$ cat config.mk
export PLATFORM = sky130hd
export DESIGN_NAME = alu_ctl_ex
export DESIGN_NICKNAME = d
export VERILOG_FILES = /design/src/rtl/alu_ctl_ex.sv
export SDC_FILE = /design/constraint.sdc
export NUM_CORES = 1
export LEC_CHECK = 0
export CORE_MARGIN = 4
export CORE_UTILIZATION = 40
export CTS_BUF_LIST = sky130_fd_sc_hd__clkbuf_16
export DETAILED_ROUTE_END_ITERATION = 8
export GPL_TIMING_DRIVEN = 0
export PLACE_DENSITY_LB_ADDON = 0.1
export SYNTH_ARGS = -nofsm -noshare
export SYNTH_HDL_FRONTEND = slang
export SYNTH_SLANG_ARGS = --single-unit
$ cat constraint.sdc
create_clock -name clk -period 1.15 [get_ports clk]
set_clock_uncertainty 0.2 [all_clocks]
set_input_delay 0.23 -clock clk [delete_from_list [all_inputs] [get_ports clk]]
set_output_delay 0.23 -clock clk [all_outputs]
set_load 0.02 [all_outputs]
$ cat src/rtl/alu_ctl_ex.sv
// ID-side ALU control decode and ID/EX pipeline register.
// Produces ctl/operands consumed by the EX-stage ALU one cycle later.
module alu_ctl_ex #(
    parameter int         WIDTH   = 32,
    parameter logic [3:0] NOP_CTL = 4'b0000
) (
    input  logic             clk,
    input  logic             reset_n,
    input  logic             id_valid,
    input  logic [5:0]       id_op,
    input  logic [5:0]       id_funct,
    input  logic [15:0]      id_imm,
    input  logic [WIDTH-1:0] id_rs_data,
    input  logic [WIDTH-1:0] id_rt_data,
    input  logic             stall,
    input  logic             flush,
    output logic             ex_valid,
    output logic [3:0]       ex_ctl,
    output logic [WIDTH-1:0] ex_a,
    output logic [WIDTH-1:0] ex_b,
    output logic             ex_ovf_en,
    output logic [1:0]       ex_branch,
    output logic             ex_ri
);

    localparam logic [3:0] CTL_ADD = 4'b0010;
    localparam logic [3:0] CTL_SUB = 4'b0110;
    localparam logic [3:0] CTL_AND = 4'b0000;
    localparam logic [3:0] CTL_OR  = 4'b0001;
    localparam logic [3:0] CTL_NOR = 4'b1100;
    localparam logic [3:0] CTL_XOR = 4'b1101;
    localparam logic [3:0] CTL_SLT = 4'b0111;

    logic             valid_d, valid_q;
    logic [3:0]       ctl_d, ctl_q;
    logic [WIDTH-1:0] a_d, a_q;
    logic [WIDTH-1:0] b_d, b_q;
    logic             ovf_d, ovf_q;
    logic [1:0]       br_d, br_q;
    logic             ri_d, ri_q;
    logic [WIDTH-1:0] sext, zext;

    assign sext = {{(WIDTH-16){id_imm[15]}}, id_imm};
    assign zext = {{(WIDTH-16){1'b0}}, id_imm};

    always_comb begin
        valid_d = id_valid;
        ctl_d   = NOP_CTL;
        a_d     = '0;
        b_d     = '0;
        ovf_d   = 1'b0;
        br_d    = 2'b00;
        ri_d    = 1'b0;
        case (id_op)
            6'h00: begin
                a_d = id_rs_data;
                b_d = id_rt_data;
                case (id_funct)
                    6'h20: begin ctl_d = CTL_ADD; ovf_d = 1'b1; end
                    6'h21: ctl_d = CTL_ADD;
                    6'h22: begin ctl_d = CTL_SUB; ovf_d = 1'b1; end
                    6'h23: ctl_d = CTL_SUB;
                    6'h24: ctl_d = CTL_AND;
                    6'h25: ctl_d = CTL_OR;
                    6'h26: ctl_d = CTL_XOR;
                    6'h27: ctl_d = CTL_NOR;
                    6'h2A: ctl_d = CTL_SLT;
                    default: ri_d = 1'b1;
                endcase
            end
            6'h08: begin
                ctl_d = CTL_ADD; a_d = id_rs_data; b_d = sext; ovf_d = 1'b1;
            end
            6'h09, 6'h23, 6'h2B: begin
                ctl_d = CTL_ADD; a_d = id_rs_data; b_d = sext;
            end
            6'h0A: begin ctl_d = CTL_SLT; a_d = id_rs_data; b_d = sext; end
            6'h0C: begin ctl_d = CTL_AND; a_d = id_rs_data; b_d = zext; end
            6'h0D: begin ctl_d = CTL_OR;  a_d = id_rs_data; b_d = zext; end
            6'h0E: begin ctl_d = CTL_XOR; a_d = id_rs_data; b_d = zext; end
            6'h04, 6'h05: begin
                ctl_d = CTL_SUB;
                a_d   = id_rs_data;
                b_d   = id_rt_data;
                br_d  = id_op[0] ? 2'b10 : 2'b01;
            end
            // lui: OR with a zero operand places imm in the upper half
            6'h0F: begin ctl_d = CTL_OR; b_d = zext << 16; end
            default: ri_d = 1'b1;
        endcase
        if (ri_d || !id_valid) begin
            ctl_d = NOP_CTL;
            a_d   = '0;
            b_d   = '0;
            ovf_d = 1'b0;
            br_d  = 2'b00;
        end
        if (!id_valid) ri_d = 1'b0;
    end

    always_ff @(posedge clk or negedge reset_n) begin
        if (!reset_n) begin
            valid_q <= 1'b0;
            ctl_q   <= NOP_CTL;
            a_q     <= '0;
            b_q     <= '0;
            ovf_q   <= 1'b0;
            br_q    <= 2'b00;
            ri_q    <= 1'b0;
        end else if (flush) begin
            valid_q <= 1'b0;
            ctl_q   <= NOP_CTL;
            a_q     <= '0;
            b_q     <= '0;
            ovf_q   <= 1'b0;
            br_q    <= 2'b00;
            ri_q    <= 1'b0;
        end else if (!stall) begin
            valid_q <= valid_d;
            ctl_q   <= ctl_d;
            a_q     <= a_d;
            b_q     <= b_d;
            ovf_q   <= ovf_d;
            br_q    <= br_d;
            ri_q    <= ri_d;
        end
    end

    assign ex_valid  = valid_q;
    assign ex_ctl    = ctl_q;
    assign ex_a      = a_q;
    assign ex_b      = b_q;
    assign ex_ovf_en = ovf_q;
    assign ex_branch = br_q;
    assign ex_ri     = ri_q;

endmodule

==> summary.md <==
| Metric | Value |
|---|---|
| Register area share after synthesis | `54.6%` |
| Number of synthesized flops with an enable pin | `0` |
| Slew at the pin closest to its max-slew limit | `0.595 ns` |
| Setup TNS | `-48.30 ns` |
| Synthesized-area fraction occupied by adder cells | `0%` |
| CTS H-tree lvls | `3` |
| GRT Overall Usage | `24.2%` |
| Starting density of the core | `around two fifths` |
| Most frequent cells in the layout | `buf_6, clkdlybuf4s50_1, buf_4, dfrtp_1, nand2_1` |
| FF-to-FF End | `ex_a[17]$_DFFE_PN0P_` |
| Critical path origin | `id_funct[2]` |
| Routed vias/inst | `between 5 and 6` |
| Syn Area/Cell | `between 10 and 15 µm²` |
| Mapped Cells | `around 300` |
| Hold crit path type | `in2reg` |
| Yosys warns | `0` |
| Diodes inserted | `0` |
| Num CTS Buffers | `9` |
| Setup CP Type | `in2reg` |
| Crit path capture | `ex_b[28]$_DFFE_PN0P_` |
| PwrDens | `935 nW/µm²` |
| GR Layer Usage met2 | `41.7%` |
| DP Area | `approximately 5200 µm²` |
| Pin count of the biggest net entering global routing | `73` |
| Post-synthesis xor/xnor area fraction | `less than 1%` |
| IO Count | `170` |
| Fin crit share | `154%` |
| Commonest non-fill, non-tap cell in the layout | `buf_6` |
| Reg2reg start | `ex_a[17]$_DFFE_PN0P_` |
| CP Data Arrival Time | `~1.8 ns` |
| Total number of vias | `about 3700` |
| Synthesized cell area | `between 3000 and 4000 µm²` |
| Share of cells above drive strength 1 | `slightly above 50%` |
| R2r worst-path depth | `3` |
| DRC | `0` |
| Final Cell Area | `between 6000 and 7000 µm²` |
| GRT met1 Usage | `30.4%` |
| Mux contribution to synthesized area | `less than 1%` |
| Initial antenna violation count | `0` |
| GR peak layer | `met2` |
| Die area | `a little under 10000 µm²` |
| Worst-Skew Late Latency | `0.33 ns` |
| Ys async rst share | `between 90% and 100%` |
| CORE AREA | `~8200 µm²` |
| Fin. max-slew vios | `0` |
| Post-synthesis cell type count | `42` |
| Synth area leader | `dfrtp_1` |
| Register clock-pin slew on the reported worst setup and hold paths | `0.06 ns` |
| WL per Instance | `slightly above 20 µm` |
| Layout Area Growth over Synthesis | `106%` |
| Routed wire length | `around 14000 µm` |
| Die H | `approximately 99 µm` |
| Global route overflow | `0` |
| Largest family of logic cells by synthesized area | `compound AO/OA/AOI/OAI gates` |
| Final setup margin | `-0.622 ns` |
| Port buffer count | `169` |
| Net count after synthesis | `400` |
| Dpl hpwl | `approximately 8000 µm` |
| CTS Buffer Depth | `2` |
| Failing checks | `negative setup slack` |
| # rows | `33` |
| Static leakage power | `~3.3 nW` |
| Clock sinks | `73` |
| Status | `complete, but fails checks` |
| Compound-Gate Fraction of Synth Area | `29.1%` |
| Predominant post-synthesis flop cell | `dfrtp_1` |
| Iteration-0 DRC count of the detailed router | `around 130` |
| Maxcap violations | `0` |
| Final hold violations | `0` |
| Critical path endpoint category | `flop` |
| Setup violations, final | `between 100 and 150` |
| Worst setup SP type | `input port` |
| Worst vdd ir | `between 0.7 and 0.8 mV` |
| First-pass GRT wire length | `18900 µm` |
| GR met3 Demand/Resource | `between 4 and 5%` |
| Crit-path max FO | `10` |
| First-pass DRT Iterations | `4` |
| #FFs+latches synth | `73` |
| Area contributors post-synth | `dfrtp_1, a22o_2, o21ai_0` |
| Fmax | `0.564 GHz` |
| GPL Wtd Cong | `roughly 0.84` |
| Slew margin rel. | `59.8%` |
| Die Span X | `between 90 and 100 µm` |
| Clock tree from TritonCTS | `built` |
| Synth Area in Simple Gates | `between 10% and 20%` |
| Post-route ant nets | `0` |
| Clock root buffer | `clkbuf_16` |
| Yosys top cell area share | `54.6%` |
| RSZ-0062 raised after global routing | `yes` |
| Critical path required time | `1.20 ns` |
| Final nets | `660` |
| Reg2reg setup slack | `-0.06 ns` |
| Final Critical Period | `approximately 1.8 ns` |
| Via count of the first global-routing pass | `between 3000 and 4000` |
-- kinds of logic (layout without fill, tap and decap cells) --
kind of cell    after synthesis  count (layout)
compound gates              126             126
xor+xnor                      1               1
flops                        73              73
buf+inv                      27             292
simple gates                 75              75
mux                           1               1
-- registers in the layout (all words and copies together), names as in the netlist --
register,flops
ex_a,32
ex_b,32
ex_branch,2
ex_ctl,4
ex_ovf_en,1
ex_ri,1
ex_valid,1
-- layer usage --
metal  part of all wire [%]  vias up
met4                    1.9        0
met2                     54      137
met3                    4.9       23
li1                       -     1678
met1                     40     1839
met5                      0        -
-- synthesized netlist by cell type, types with 2 or more instances --
master / number
a22o_1: 9
nand2_1: 42
nand2b_1: 3
a32o_1: 3
o2bb2ai_1: 2
a221oi_1: 16
clkbuf_1: 15
a22oi_1: 16
nor3_1: 3
a21oi_1: 6
nor4_1: 3
buf_2: 3
nor2b_1: 6
a22o_2: 28
nor2_1: 7
o21ai_0: 37
buf_6: 6
and3_1: 2
dfrtp_1: 73
-- critical path, cell delays in order --
cell	delay, ns
buf_8	0.09
or3b_4	0.39
a211oi_4	0.24
o22ai_2	0.13
buf_4	0.15
or2_4	0.28
buf_12	0.16
o21ai_1	0.14
-- worst min-delay path by stage --
stage | slack [ns] | cells past startpoint | start | to
after floorplan | -0.27 | 0 | reset_n | ex_a[0]$_DFFE_PN0P_
after global placement | 0.27 | 2 | ex_b[27]$_DFFE_PN0P_ | ex_b[27]$_DFFE_PN0P_
after detailed placement | -0.17 | 1 | reset_n | ex_a[10]$_DFFE_PN0P_
after CTS | 0.02 | 2 | reset_n | ex_a[10]$_DFFE_PN0P_
after global routing | 0.01 | 3 | stall | ex_valid$_DFFE_PN0P_
final | 0.01 | 3 | stall | ex_valid$_DFFE_PN0P_
-- stage by stage --
step           hold WS [ns]  std cells  utilization [%]  power, mW  setup slack [ns]
2_1_floorplan        -0.266        303                -       2.88            -0.616
3_3_place_gp          0.269        577             63.6       3.38             -2.86
3_5_place_dp         -0.169        578             63.9       3.40             -1.71
4_1_cts              0.0187        636             77.2       6.35            -0.647
5_1_grt              0.0103        673             84.1       6.66            -0.667
6_report             0.0122        673             84.1       6.43            -0.622
-- layout make-up --
type                    instances  area, µm²
repair buffers                250       2490
multi-input cells             203       1880
flip-flops and latches         73       1830
fillers                       424       1300
plain buffers                  25        241
clock buffers                   9        225
well taps                     105        131
clock inverters                 7       76.3
inverters                       1       3.75
-- power by group --
| group | internal (mW) | switching, mW |
|---|---|---|
| Clock | 1.70 | 1.15 |
| Sequential | 2.58 | 0.0126 |
| Combinational | 0.528 | 0.453 |
-- timing repair --
| action | 4_1_cts | 5_1_grt |
|---|---|---|
| endpoints found under the hold margin | 73 | 1 |
| pin swaps | 11 | 10 |
| buffers inserted | 39 | 37 |
| endpoints found under the setup margin | 145 | 145 |
| gates cloned | 3 | 1 |
| hold buffers | 1 | 1 |
| resized for setup | 550 | 73 |
No activity file was read; power rests on OpenSTA's default activity.
